===== src/rtl/if_fetch_unit_pkg.sv =====
// Shared types and constants for the instruction-fetch stage.
package if_fetch_unit_pkg;

  localparam int unsigned XLEN = 32;

  // Instruction encoding used for pipeline bubbles.
  localparam logic [XLEN-1:0] NOP_INSTR = 32'h0000_0000;

  // Default PC after reset.
  localparam logic [XLEN-1:0] DEFAULT_RESET_PC = 32'h0000_0000;

  // S_REQ : request outstanding (or being issued) at AddrReg
  // S_HOLD: downstream stalled, fetched instruction parked in InstBuf
  // S_DROP: redirect arrived while a fetch was in flight; wait for ack and discard it
  typedef enum logic [1:0] {
    S_REQ  = 2'd0,
    S_HOLD = 2'd1,
    S_DROP = 2'd2
  } fetch_state_e;

  // Force word alignment of an address.
  function automatic logic [XLEN-1:0] align_word(input logic [XLEN-1:0] addr);
    return {addr[XLEN-1:2], 2'b00};
  endfunction

endpackage


===== src/rtl/if_fetch_unit.sv =====
// Instruction-fetch stage feeding the IF/ID register.
// Holds the PC, issues req/ack fetches, presents instruction and PC+4 to IF/ID.
// Ports:
//   clk, rst_n                       clock / async active-low reset
//   DataHazard, ControlHazard        stall / redirect from downstream
//   BranchTarget                     redirect address (low 2 bits ignored)
//   IMemReq, IMemAddr                fetch request and address to instruction memory
//   IMemAck, IMemRData               fetch completion and returned instruction
//   IFInstruction, IFPc4, FetchBusy  presented instruction (0 = bubble), PC+4, bubble flag
module if_fetch_unit
  import if_fetch_unit_pkg::*;
#(
  parameter logic [31:0] RESET_PC = DEFAULT_RESET_PC
) (
  input  logic        clk,
  input  logic        rst_n,
  input  logic        DataHazard,
  input  logic        ControlHazard,
  input  logic [31:0] BranchTarget,
  output logic        IMemReq,
  output logic [31:0] IMemAddr,
  input  logic        IMemAck,
  input  logic [31:0] IMemRData,
  output logic [31:0] IFInstruction,
  output logic [31:0] IFPc4,
  output logic        FetchBusy
);

  fetch_state_e    state_q, state_d;
  logic [XLEN-1:0] pc_q, pc_d;
  logic [XLEN-1:0] addr_q, addr_d;
  logic [XLEN-1:0] inst_buf_q, inst_buf_d;

  logic [XLEN-1:0] pc_plus4;
  logic [XLEN-1:0] target;
  logic            valid;

  assign pc_plus4 = pc_q + XLEN'(4);
  assign target   = align_word(BranchTarget);

  // Presented instruction / request; rst_n gating keeps outputs quiet during reset.
  always_comb begin
    valid         = 1'b0;
    IFInstruction = NOP_INSTR;
    IMemReq       = 1'b0;
    if (rst_n) begin
      IMemReq = (state_q != S_HOLD);
      if (state_q == S_REQ && IMemAck) begin
        valid         = 1'b1;
        IFInstruction = IMemRData;
      end else if (state_q == S_HOLD) begin
        valid         = 1'b1;
        IFInstruction = inst_buf_q;
      end
    end
  end

  assign IMemAddr  = addr_q;
  assign IFPc4     = valid ? pc_plus4 : '0;
  assign FetchBusy = ~valid;

  // Next-state / next-PC logic; ControlHazard takes priority over DataHazard.
  always_comb begin
    state_d    = state_q;
    pc_d       = pc_q;
    addr_d     = addr_q;
    inst_buf_d = inst_buf_q;
    unique case (state_q)
      S_REQ: begin
        if (ControlHazard) begin
          pc_d = target;
          if (IMemAck) begin
            addr_d = target;
          end else begin
            // Request must complete at the old address before redirecting.
            state_d = S_DROP;
          end
        end else if (IMemAck) begin
          if (DataHazard) begin
            inst_buf_d = IMemRData;
            state_d    = S_HOLD;
          end else begin
            pc_d   = pc_plus4;
            addr_d = pc_plus4;
          end
        end
      end
      S_HOLD: begin
        if (ControlHazard) begin
          pc_d    = target;
          addr_d  = target;
          state_d = S_REQ;
        end else if (!DataHazard) begin
          pc_d    = pc_plus4;
          addr_d  = pc_plus4;
          state_d = S_REQ;
        end
      end
      S_DROP: begin
        if (ControlHazard) begin
          pc_d = target;
        end
        if (IMemAck) begin
          // Stale data discarded; next fetch goes to the newest redirect PC.
          addr_d  = pc_d;
          state_d = S_REQ;
        end
      end
      default: begin
        state_d = S_REQ;
      end
    endcase
  end

  // State registers.
  always_ff @(posedge clk or negedge rst_n) begin
    if (!rst_n) begin
      state_q    <= S_REQ;
      pc_q       <= RESET_PC;
      addr_q     <= RESET_PC;
      inst_buf_q <= NOP_INSTR;
    end else begin
      state_q    <= state_d;
      pc_q       <= pc_d;
      addr_q     <= addr_d;
      inst_buf_q <= inst_buf_d;
    end
  end

endmodule


===== config.mk =====
export PLATFORM = sky130hd
export DESIGN_NAME = if_fetch_unit
export DESIGN_NICKNAME = d
export VERILOG_FILES = /design/src/rtl/if_fetch_unit_pkg.sv /design/src/rtl/if_fetch_unit.sv
export SDC_FILE = /design/constraint.sdc
export NUM_CORES = 1
export LEC_CHECK = 0
export BUFFER_PORTS_ARGS = -buffer_cell sky130_fd_sc_hd__buf_2
export CAP_MARGIN = 20
export CORE_MARGIN = 3
export CORE_UTILIZATION = 55
export DETAILED_ROUTE_END_ITERATION = 7
export PLACE_DENSITY = 0.84
export SYNTH_ARGS = -nofsm -noshare
export SYNTH_HDL_FRONTEND = slang
export SYNTH_SLANG_ARGS = --single-unit

===== constraint.sdc =====
create_clock -name clk -period 4.65 [get_ports clk]
set_input_delay 0.93 -clock clk [delete_from_list [all_inputs] [get_ports clk]]
set_output_delay 0.93 -clock clk [all_outputs]
set_load 0.005 [all_outputs]

* Word level (Yosys, flattened, before mapping) *
Index checks and enable logic that the tools add are counted.

storage, ports and cells
  register bits after elaboration = 98
  output and inout port bits = 98
  logic and storage cells = 52

operators by class
  $add $sub $neg = 1
  equality and inequality tests = 9
  multiplexer cells = 29
  bitwise operators = 2
  reductions and logical operators = 7

operators with widths
  kind                     number
  $mux W32                 15
  $pmux W32 S3             2
  $add A32 B3 Y32 const B  1
  $mux W2                  7
  $ne A3 B3 Y1 const B     4
  $pmux W2 S3              1
  $reduce_and A5 Y1        1
  $mux W1                  4
  $ne A2 B2 Y1 const B     2
  $reduce_and A4 Y1        1
  $reduce_and A3 Y1        1
  $reduce_bool A3 Y1       1
  $eq A2 B1 Y1 const B     1
  $eq A2 B2 Y1 const B     1
  $logic_not A2 Y1         1
  $ne A2 B1 Y1 const B     1
  $not A1 Y1               2
  $reduce_and A2 Y1        1
  $logic_and A1 B1 Y1      1

* Logic depth before layout (Yosys ltp) *
  depth after elaboration = 5
  mapped depth = 8

* Least setup slack after synthesis *
Ideal clock, no wire load.

  path type = in2out
  start point = input port IMemAck
  end point = output port IFPc4[26]
  arrival = 1901 ps
  slack = 1819 ps
  cell stages on the path = 5
  path buffers = 2
  cells stage by stage = nor2_1 > or3b_2 > clkbuf_1 > clkbuf_1 > nor2_1

on the way
  longest elaborated chain between the ends = 4

ends and longest elaborated chain
  item                 RTL line             source
  start: declaration   if_fetch_unit.sv:22  input logic IMemAck,
  $logic_and A1 B1 Y1  if_fetch_unit.sv:48  if (state_q == S_REQ && IMemAck) begin
  $mux W1              if_fetch_unit.sv:48
  $mux W1              if_fetch_unit.sv:46  if (rst_n) begin
  $mux W32             if_fetch_unit.sv:59  assign IFPc4 = valid ? pc_plus4 : '0;
  end: declaration     if_fetch_unit.sv:25  output logic [31:0] IFPc4,

No other way between the ends.

* Worst setup path after layout *
  start point = input port rst_n
  end point = output port IFPc4[13]

on the way
  longest elaborated chain between the ends = 2

ends and longest elaborated chain
  item                RTL line             source
  start: declaration  if_fetch_unit.sv:16  input logic rst_n,
  $mux W1             if_fetch_unit.sv:46
  $mux W32            if_fetch_unit.sv:59

No other way between the ends.

==> run metrics <==
status completed; Largest delay share family, worst path simple AND/OR/NAND/NOR gates; Max Root-Sink Buffers 2; max_slew headroom 31.1%; number of port buffers 164; CTS tree built; chip height 114 um; mapped cell area 0.00640 sq mm; register area share after synthesis 38.3%; Arr. time, crit path 2.61 ns; CP required 3.72 ns; CP cell instances buf_4, or3b_2, nor2_1, buf_2; max-cap viol count 0; Area Growth Syn to Fin 17.4%; peak fanout along the critical path 40; post-route setup slack 1.11 ns; power density over the cells 359 mW/mm^2; Syn Nets 799; Boundary Pins 167; Max Freq 282 MHz; drt wl/cell 18.7 um; die width 114 um; Final period util 76.2%; Final ANT Viol Nets 0; top_reg_cell synth dfrtp_1; Crit path largest cell delay 0.84 ns; Int Pwr 0.00180 W; Clock Latency Late Sink 0.36 ns; Initial Util 57.7%; largest net degree at the start of global routing 76; post-synthesis register bit count 98; Crit Path Class in -> out; vias in the first global route 6,171; most common cell in the synthesized netlist dfrtp_1; die area 0.0130 sq mm; GRT Overall Usage 29.0%; final setup fails 0; max-slew violations 0; Post-CTS Hold Buffers 0; RSZ-0062 raised after global routing no; Crit-path slowest cell or3b_2; Buf/Inv on CP 2; Worst Setup Start Kind input pin; FFs w/ async S/R, synth 100%; Peak VDD IR 232 uV; Clock power frac 30.5%; cts repair resizes 0; largest cells by area after synthesis dfrtp_1 (38%), mux2_2 (5.8%), nor2_1 (4.8%), a22oi_1 (3.9%), nor2b_1 (3.5%); Leakage 3.26 nW; clock sink count 98; Cells after Synth 729; Row Count 38; worst slew pin tran 1.03 ns; Hold Path Class reg -> reg; setup_tns 0 ns; ant diodes 0; share of the synthesized area in the top cell type 38.3%; H-tree levels 3; Final #Nets 916; gp weighted congestion 0.949; Reg power frac 44.8%; final routed DRC violation total 0; syn_area_per_cell 8.78 sq um; Sw Pwr 0.000894 W; top cell type by total area after synthesis dfrtp_1; DP Wirelength 12,800 um; Via density 6.27; number of synthesized flops with an enable pin 0; Netlist cell types 69; first-pass GRT wire length 30,400 um; setup repair bufs after CTS 0; CTS buffer count 9; Worst Clk Skew 0.00748 ns; grt total ovfl 0; Reg clk slew, reported paths 0.07 ns; Crit. End Element output pin; drt pass-1 iters 5; Switching Fraction 33.2%; Ys Warns 0; Comb power frac 24.6%; DR iter-0 viols 670; core box area 0.0111 sq mm; final hold vios 0; layout cells sized above 1 29.5%; pre-CTS setup slack 1.12 ns; minimum clock period 3.54 ns; clock root buffer clkbuf_16; antenna violations before repair 0; most common library cells after synthesis dfrtp_1 (98), nor2_1 (81), nand2_1 (57); DRT Wirelength 18,500 um; Via Count 6,211
[path summary, 6_finish.rpt]
check                      slack (ns)                     start  depth (start not counted)                        to
max                              1.11                     rst_n                          4                 IFPc4[13]
min                              0.47  IMemAddr[21]$_DFFE_PN0P_                          2  IMemAddr[21]$_DFFE_PN0P_
max reg2reg                      2.09    state_q[0]$_DFFE_PN0P_                          5  IMemAddr[21]$_DFFE_PN0P_
min reg2reg                      0.47  IMemAddr[21]$_DFFE_PN0P_                          2  IMemAddr[21]$_DFFE_PN0P_
max in group asynchronous        2.66                     rst_n                          3  IMemAddr[26]$_DFFE_PN0P_
min in group asynchronous        0.55                     rst_n                          1  IMemAddr[11]$_DFFE_PN0P_
[routing by layer]
| layer | global-route usage, % | vias up | share of wire (%) |
|---|---|---|---|
| li1 | - | 2873 | - |
| met1 | 36.0 | 2961 | 39 |
| met2 | 49.4 | 334 | 49 |
| met3 | 5.94 | 43 | 9.8 |
| met4 | 11.9 | 0 | 2.3 |
| met5 | 0 | - | 0 |
[area by class of cell]
class / instances / area (sq um)
Sequential cell: 98 / 2450
Multi-Input combinational cell: 552 / 3610
Timing Repair Buffer: 176 / 921
Clock inverter: 6 / 88.8
Fill cell: 907 / 3560
Inverter: 9 / 33.8
Tap cell: 140 / 175
Clock buffer: 10 / 229
[sequential cells by signal (all words and copies together), names as in the netlist]
name / count
state_q: 2
pc_q: 32
inst_buf_q: 32
IMemAddr: 32
[metrics by stage]
stage | util, % | instances | power (W) | hold slack (ns) | instance area (sq um)
after detailed placement | 65.0 | 975 | 0.00188 | 0.464 | 7200
after CTS | 67.8 | 991 | 0.00270 | 0.480 | 7510
after global placement | 64.8 | 974 | 0.00184 | 0.454 | 7180
after floorplan | - | 729 | 0.00164 | 0.465 | 6400
final | 67.8 | 991 | 0.00270 | 0.475 | 7510
after global routing | 67.8 | 991 | 0.00284 | 0.496 | 7510
[power groups by stage]
stage / logic [W] / clock network [W] / registers [W]
2_1_floorplan: 0.000522 / 0 / 0.00111
3_5_place_dp: 0.000661 / 0 / 0.00122
6_report: 0.000664 / 0.000823 / 0.00121
5_1_grt: 0.000739 / 0.000863 / 0.00123
4_1_cts: 0.000665 / 0.000830 / 0.00120
3_3_place_gp: 0.000637 / 0 / 0.00120
[tightest hold or removal path, delay by kind of cell (launching register included)]
kind	cells	cell delay [ns]
AO/OA/AOI/OAI	1	0.05
AND/OR/NAND/NOR	1	0.05
flip-flops	1	0.34
[logic make-up after synthesis]
| logic type | after synthesis | share of synthesized area (%) |
|---|---|---|
| XOR/XNOR | 40 | 5.48 |
| adder cells (fa/ha/maj) | 1 | 0.196 |
| AO/OA/AOI/OAI | 168 | 18.1 |
| flip-flops | 98 | 38.3 |
| multiplexers | 40 | 6.98 |
| AND/OR/NAND/NOR | 303 | 25.6 |
| buffers and inverters | 79 | 5.32 |
[cells in the final DEF, fill, tap and decap left out, types with 4 or more instances in the layout]
| cell type | netlist | final |
|---|---|---|
| nand2_1 | 57 | 57 |
| o22a_1 | 8 | 8 |
| a31oi_1 | 9 | 9 |
| o22ai_1 | 4 | 4 |
| mux2_2 | 33 | 33 |
| xnor2_1 | 23 | 23 |
| nor4_1 | 10 | 10 |
| and4_1 | 6 | 6 |
| nor2_1 | 81 | 81 |
| nor4_2 | 7 | 7 |
| buf_2 | 14 | 163 |
| o21a_1 | 7 | 7 |
| nand4_1 | 17 | 17 |
| xor2_1 | 17 | 17 |
| clkbuf_16 | 0 | 9 |
| nand3_1 | 35 | 35 |
| a21oi_1 | 36 | 36 |
| inv_1 | 8 | 8 |
| and3_1 | 8 | 8 |
| mux2_1 | 4 | 4 |
| or3_1 | 5 | 5 |
| buf_4 | 7 | 12 |
| nand2b_1 | 4 | 4 |
| a22oi_1 | 33 | 33 |
| o31ai_1 | 12 | 12 |
| nor3_1 | 18 | 18 |
| o21ai_0 | 24 | 24 |
| dfrtp_1 | 98 | 98 |
| a211oi_1 | 4 | 4 |
| nor2b_1 | 36 | 35 |
Note: power is estimated with default switching activity, not from simulation.
